<file path="config.mk">
export PLATFORM = sky130hd
export DESIGN_NAME = spi_slave_core
export DESIGN_NICKNAME = d
export VERILOG_FILES = /design/src/rtl/spi_slave_core.sv
export SDC_FILE = /design/constraint.sdc
export NUM_CORES = 1
export LEC_CHECK = 0
export CAP_MARGIN = 20
export CELL_PAD_IN_SITES_DETAIL_PLACEMENT = 1
export CELL_PAD_IN_SITES_GLOBAL_PLACEMENT = 1
export CORE_ASPECT_RATIO = 1.4
export CORE_MARGIN = 10
export CORE_UTILIZATION = 30
export DETAILED_ROUTE_END_ITERATION = 6
export PLACE_DENSITY_LB_ADDON = 0.1
export SYNTH_ARGS = -nofsm -noshare
export SYNTH_HDL_FRONTEND = slang
export SYNTH_SLANG_ARGS = --single-unit
</file>
<file path="constraint.sdc">
create_clock -name clk_i -period 2.27 [get_ports clk_i]
set_input_delay 0.3405 -clock clk_i [delete_from_list [all_inputs] [get_ports clk_i]]
set_output_delay 0.3405 -clock clk_i [all_outputs]
set_load 0.02 [all_outputs]
</file>
<file path="src/rtl/spi_slave_core.sv">
// spi_slave_core: SPI target (slave) engine clocked by the system clock.
// SCK, NSS and MOSI are oversampled through SYNC_STAGES flops; SCK edges are found by
// comparing the synchronized level against one extra flop. Received words leave on a
// valid/ready RX port; transmit words are taken from a valid/ready TX port.
//
// Ports:
//   clk_i, rst_n_i          system clock, asynchronous active-low reset
//   cpol_i, cpha_i, lsb_i   SPI mode and bit order, latched at selection
//   len_i                   word length 0..3 -> 8/16/24/32 bits (clamped to DATA_W)
//   tx_data_i/tx_valid_i    next TX word; tx_ready_o pulses when it is consumed
//   rx_data_o/rx_valid_o    received word; rx_ready_i accepts it
//   overrun_o               word completed while the previous one was still unread
//   underrun_o              TX load attempted with no TX word available
//   busy_o                  target selected
//   spi_sck_i, spi_nss_i, spi_mosi_i, spi_miso_o, spi_miso_oe_o   SPI pins
module spi_slave_core #(
    parameter int unsigned DATA_W      = 32,
    parameter int unsigned SYNC_STAGES = 2
) (
    input  logic              clk_i,
    input  logic              rst_n_i,
    input  logic              cpol_i,
    input  logic              cpha_i,
    input  logic              lsb_i,
    input  logic [1:0]        len_i,
    input  logic [DATA_W-1:0] tx_data_i,
    input  logic              tx_valid_i,
    output logic              tx_ready_o,
    output logic [DATA_W-1:0] rx_data_o,
    output logic              rx_valid_o,
    input  logic              rx_ready_i,
    output logic              overrun_o,
    output logic              underrun_o,
    output logic              busy_o,
    input  logic              spi_sck_i,
    input  logic              spi_nss_i,
    input  logic              spi_mosi_i,
    output logic              spi_miso_o,
    output logic              spi_miso_oe_o
);

    localparam int unsigned CntW     = $clog2(DATA_W);
    localparam logic [5:0]  DataWLen = 6'(DATA_W);

    typedef enum logic [0:0] {StIdle, StActive} state_e;

    // ---------------------------------------------------------------- synchronizers
    logic [SYNC_STAGES-1:0] sck_sync_q, nss_sync_q, mosi_sync_q;
    logic [SYNC_STAGES:0]   sck_chain, nss_chain, mosi_chain;

    assign sck_chain  = {sck_sync_q, spi_sck_i};
    assign nss_chain  = {nss_sync_q, spi_nss_i};
    assign mosi_chain = {mosi_sync_q, spi_mosi_i};

    logic sck_prev_q, nss_prev_q;
    logic sck_s, nss_s, mosi_s;

    assign sck_s  = sck_sync_q[SYNC_STAGES-1];
    assign nss_s  = nss_sync_q[SYNC_STAGES-1];
    assign mosi_s = mosi_sync_q[SYNC_STAGES-1];

    // NSS chain resets low so a bus that is idle (high) at reset release never looks
    // like a falling edge.
    always_ff @(posedge clk_i or negedge rst_n_i) begin
        if (!rst_n_i) begin
            sck_sync_q  <= '0;
            nss_sync_q  <= '0;
            mosi_sync_q <= '0;
            sck_prev_q  <= 1'b0;
            nss_prev_q  <= 1'b0;
        end else begin
            sck_sync_q  <= sck_chain[SYNC_STAGES-1:0];
            nss_sync_q  <= nss_chain[SYNC_STAGES-1:0];
            mosi_sync_q <= mosi_chain[SYNC_STAGES-1:0];
            sck_prev_q  <= sck_s;
            nss_prev_q  <= nss_s;
        end
    end

    // ---------------------------------------------------------------- state
    state_e              state_q, state_d;
    logic                cpol_q, cpol_d, cpha_q, cpha_d, lsb_q, lsb_d;
    logic [1:0]          len_q, len_d;
    logic [DATA_W-1:0]   tx_sr_q, tx_sr_d;
    logic [DATA_W-1:0]   rx_sr_q, rx_sr_d;
    logic [CntW-1:0]     bit_cnt_q, bit_cnt_d;
    logic                load_pend_q, load_pend_d;
    logic                rx_done_q, rx_done_d;
    logic [DATA_W-1:0]   rx_data_q, rx_data_d;
    logic                rx_valid_q, rx_valid_d;

    // ---------------------------------------------------------------- edge decode
    logic              sck_edge, lead_edge, trail_edge, sample_edge, shift_edge, nss_fall;
    logic [5:0]        word_len;
    logic [CntW-1:0]   last_idx;
    logic [DATA_W-1:0] len_mask;

    assign sck_edge    = sck_s ^ sck_prev_q;
    assign lead_edge   = sck_edge & (sck_prev_q == cpol_q);
    assign trail_edge  = sck_edge & (sck_s == cpol_q);
    assign sample_edge = cpha_q ? trail_edge : lead_edge;
    assign shift_edge  = cpha_q ? lead_edge : trail_edge;
    assign nss_fall    = nss_prev_q & ~nss_s;

    always_comb begin
        word_len = ({4'd0, len_q} + 6'd1) << 3;
        if (word_len > DataWLen) begin
            word_len = DataWLen;
        end
    end

    assign last_idx = CntW'(word_len - 6'd1);
    assign len_mask = ~({DATA_W{1'b1}} << word_len);

    // ---------------------------------------------------------------- next state
    logic              tx_load;
    logic [DATA_W-1:0] rx_shift;

    always_comb begin
        state_d     = state_q;
        cpol_d      = cpol_q;
        cpha_d      = cpha_q;
        lsb_d       = lsb_q;
        len_d       = len_q;
        tx_sr_d     = tx_sr_q;
        rx_sr_d     = rx_sr_q;
        bit_cnt_d   = bit_cnt_q;
        load_pend_d = load_pend_q;
        rx_done_d   = 1'b0;
        tx_load     = 1'b0;
        rx_shift    = rx_sr_q >> 1;
        rx_shift[last_idx] = mosi_s;

        unique case (state_q)
            StIdle: begin
                if (nss_fall) begin
                    state_d     = StActive;
                    cpol_d      = cpol_i;
                    cpha_d      = cpha_i;
                    lsb_d       = lsb_i;
                    len_d       = len_i;
                    bit_cnt_d   = '0;
                    rx_sr_d     = '0;
                    // cpha=0 must present the first bit before the first SCK edge.
                    tx_load     = ~cpha_i;
                    load_pend_d = cpha_i;
                end
            end
            StActive: begin
                if (nss_s) begin
                    state_d     = StIdle;
                    bit_cnt_d   = '0;
                    rx_sr_d     = '0;
                    load_pend_d = 1'b0;
                end else begin
                    if (shift_edge) begin
                        if (load_pend_q) begin
                            tx_load     = 1'b1;
                            load_pend_d = 1'b0;
                        end else begin
                            tx_sr_d = lsb_q ? (tx_sr_q >> 1) : (tx_sr_q << 1);
                        end
                    end
                    if (sample_edge) begin
                        rx_sr_d = lsb_q ? rx_shift : {rx_sr_q[DATA_W-2:0], mosi_s};
                        if (bit_cnt_q == last_idx) begin
                            bit_cnt_d   = '0;
                            rx_done_d   = 1'b1;
                            load_pend_d = 1'b1;
                        end else begin
                            bit_cnt_d = bit_cnt_q + CntW'(1);
                        end
                    end
                end
            end
            default: state_d = StIdle;
        endcase

        // Bits above the word length never reach the MISO tap before the next load,
        // so the TX word is loaded unmasked.
        if (tx_load) begin
            tx_sr_d = tx_valid_i ? tx_data_i : '0;
        end
    end

    // RX delivery runs one cycle after the final sample, independent of NSS.
    always_comb begin
        rx_data_d  = rx_data_q;
        rx_valid_d = rx_valid_q;
        if (rx_valid_q && rx_ready_i) begin
            rx_valid_d = 1'b0;
        end
        if (rx_done_q && (!rx_valid_q || rx_ready_i)) begin
            rx_data_d  = rx_sr_q & len_mask;
            rx_valid_d = 1'b1;
        end
    end

    always_ff @(posedge clk_i or negedge rst_n_i) begin
        if (!rst_n_i) begin
            state_q     <= StIdle;
            cpol_q      <= 1'b0;
            cpha_q      <= 1'b0;
            lsb_q       <= 1'b0;
            len_q       <= 2'd0;
            tx_sr_q     <= '0;
            rx_sr_q     <= '0;
            bit_cnt_q   <= '0;
            load_pend_q <= 1'b0;
            rx_done_q   <= 1'b0;
            rx_data_q   <= '0;
            rx_valid_q  <= 1'b0;
        end else begin
            state_q     <= state_d;
            cpol_q      <= cpol_d;
            cpha_q      <= cpha_d;
            lsb_q       <= lsb_d;
            len_q       <= len_d;
            tx_sr_q     <= tx_sr_d;
            rx_sr_q     <= rx_sr_d;
            bit_cnt_q   <= bit_cnt_d;
            load_pend_q <= load_pend_d;
            rx_done_q   <= rx_done_d;
            rx_data_q   <= rx_data_d;
            rx_valid_q  <= rx_valid_d;
        end
    end

    // ---------------------------------------------------------------- outputs
    assign tx_ready_o    = tx_load & tx_valid_i;
    assign underrun_o    = tx_load & ~tx_valid_i;
    assign overrun_o     = rx_done_q & rx_valid_q & ~rx_ready_i;
    assign rx_data_o     = rx_data_q;
    assign rx_valid_o    = rx_valid_q;
    assign busy_o        = (state_q == StActive);
    assign spi_miso_oe_o = (state_q == StActive);
    assign spi_miso_o    = (state_q == StActive) &&
                           (lsb_q ? tx_sr_q[0] : tx_sr_q[last_idx]);

endmodule

</file>
==> results by group <==
Run status
  – Outcome: complete, but fails checks
  – Violations in the final reports: negative setup slack

Setup path
  – Critical Path, Cell by Cell: xnor2_2, and3b_1, o31a_4, buf_6, nor2b_4, buf_6
  – CP peak stage delay: 400 ps
  – Worst path most repeated cell: buf_6
  – CP startpoint kind: register
  – Worst-path fanout max: 3
  – Cell family with most CP delay: flip-flops
  – Critical Path RT: 1930 ps
  – Reg2Reg Setup Slack: 60 ps
  – Crit Path Class: reg2out
  – Slowest stage cell, crit path: dfrtp_1
  – Crit end category: output pin
  – Worst Path Buf+Inv: 2
  – Worst Path Arrival: 1940 ps

STA
  – Final worst path period share: 1.00
  – TNS Setup: -10.7 ps
  – Max-Slew Margin vs Limit: 0.570
  – Worst slew pin tran: 646 ps
  – WHS: 348 ps
  – # setup viols final: 1
  – Unrepaired setup endpoints after global routing: true
  – Hold Fails Final Rpt: 0
  – FMAX: 438 MHz
  – Worst setup margin: -10.7 ps
  – Slew Viols, Final: 0
  – Fin Clk Skew: 10.6 ps
  – Tmin final: 2280 ps

CTS
  – H-tree lvl count: 4
  – Worst skew pair latency: 420 ps
  – TritonCTS clock tree: built
  – Num Clock Sinks: 118
  – Num CTS Buffers: 17
  – Root Driver: clkbuf_16
  – Register clock-pin slew on the reported worst setup and hold paths: 50 ps
  – Clock Tree Buf Depth: 2

Place
  – Area post-placement: 6900 um2
  – Gpl congestion: 0.784
  – Port Buf Inserts: 82
  – Post-DP HPWL: 10600 um

Min path
  – Hold WC Path Type: reg2reg

Detailed routing
  – TritonRoute pass-1 iters: 4
  – Vias: 4517
  – Routed vias/inst: 5.07
  – Drt wl/cell: 17.7 um
  – Final WL: 15800 um
  – Post-route ant nets: 0
  – # DRC: 0
  – DRT iter0 DRCs: 225

Job
  – Max_cap viols: 0

Synthesis
  – Post-synth top flop: dfrtp_1
  – Synth cell count leaders: dfrtp_1, nand2_1, mux2i_1, o21ai_0, and3_1
  – Synth async-reset ratio: 1.00
  – Synthesized flop and latch total: 118
  – Sequential fraction of the synthesis area: 0.515
  – Mapped cell area: 5730 um2
  – Top cells by area, synth: dfrtp_1, mux2i_1, nand2_1, o32a_1, o21ai_0
  – Avg Inst Size Synth: 10.4 um2
  – Number of synthesized flops with an enable pin: 0
  – Synth area leader: dfrtp_1
  – Yosys warns: 0
  – Mapped Cells: 549
  – Synth top area share: 0.515
  – Count leader, synth: dfrtp_1
  – Synth Net Count: 594
  – Yosys cell types: 41

Finish
  – # diodes: 0
  – # fillers: 2057
  – Storage cell area: 2960 um2
  – NumNets Final: 679
  – Multi-input logic area: 2580 um2
  – Layout cells sized above 1: 0.128
  – Syn-to-layout area delta: 32.5%
  – Fin area: 7590 um2

Global route
  – Largest net degree at the start of global routing: 70
  – Initial antenna violation count: 0
  – Vias in the first global route: 5133
  – First-pass GRT wire length: 26500 um
  – GRT overflow: 0
  – Gr usage total: 0.131

Power
  – Static Leakage: 3.27 nW
  – Pwr dens: 824 nW/um2
  – VDD IR max: 319 uV

Die
  – Die area: 25100 um2
  – Row count: 59
  – DIE HEIGHT: 184 um
  – IO Pins: 83
  – DIE WIDTH: 137 um
  – Core Box Area: 18700 um2
  – Starting Density: 0.307
## per-stage QoR
stage,util,setup slack [ps],std cells,total power [mW]
floorplan,-,307,549,3.19
global placement,0.370,-155,851,3.57
detailed placement,0.370,-195,851,3.62
CTS,0.402,-54.9,888,6.32
global route,0.407,-94.1,891,6.60
finish,0.407,-10.7,891,6.26
## registers in the layout, indices dropped and copies added, names as in the netlist
register	count
cpol_q	1
nss_sync_q	2
sck_sync_q	2
rx_done_q	1
rx_data_o	32
rx_valid_o	1
lsb_q	1
len_q	2
busy_o	1
rx_sr_q	32
mosi_sync_q	2
tx_sr_q	32
cpha_q	1
load_pend_q	1
nss_prev_q	1
bit_cnt_q	5
sck_prev_q	1
## logic make-up after synthesis
| family | synth area share |
|---|---|
| AOI/OAI and AO/OA | 0.173 |
| xor gates and xnor gates | 0.00743 |
| adders and majority gates | 0.00218 |
| buffers and inverters | 0.0421 |
| DFF | 0.515 |
| muxes | 0.132 |
| and+or+nand+nor | 0.128 |
## cell usage in the layout, fill, tap and decap left out, types with 6 or more instances in the layout
master             n
dfrtp_1          117
nand2_1           91
clkdlybuf4s50_1   78
mux2i_1           60
o21ai_0           41
and3_1            33
a21oi_1           32
o32a_1            32
o31ai_1           28
buf_4             22
clkbuf_16         18
mux2_2            11
nor2_1             7
buf_12             7
inv_1              6
nor2b_1            6
## where the power goes
group	total (mW)	internal [mW]	switching [mW]
logic	1.12	0.557	0.567
registers	2.49	2.30	0.187
clock network	2.65	1.71	0.940
## routing by layer
layer / vias up / GRT usage / wire, um
li1: 2164 / - / -
met1: 2273 / 0.147 / 6690
met2: 68 / 0.236 / 8370
met3: 12 / 0.0317 / 544
met4: 0 / 0.0414 / 161
met5: - / 0 / 0
## final cells by class
cell class                      instances  share of cell area
Tap cell                              244              0.0402
Timing Repair Buffer                  113               0.153
Clock buffer                           22              0.0585
Sequential cell                       118               0.389
Inverter                                6             0.00297
Multi-Input combinational cell        378               0.339
Clock inverter                         10              0.0171
## final timing paths
| path | startpoint | endpoint | cells past startpoint |
|---|---|---|---|
| min in group asynchronous | rst_n_i | rx_sr_q[23] | 2 |
| max in group asynchronous | rst_n_i | rx_data_o[2] | 3 |
| min | sck_sync_q[0] | sck_sync_q[1] | 0 |
| max | cpol_q | underrun_o | 6 |
| max reg2reg | cpol_q | tx_sr_q[11] | 8 |
| min reg2reg | sck_sync_q[0] | sck_sync_q[1] | 0 |
## what timing repair did
| action | 4_1_cts | 5_1_grt |
|---|---|---|
| gates resized for setup | 13 | 12 |
| hold buffers | 1 | 0 |
| setup buffers | 4 | 2 |
| gates cloned | 0 | 1 |
| hold endpoints to repair | 40 | 0 |
| setup endpoints to repair | 3 | 16 |
| pin swaps | 2 | 2 |
No activity file was read; power rests on OpenSTA's default activity.
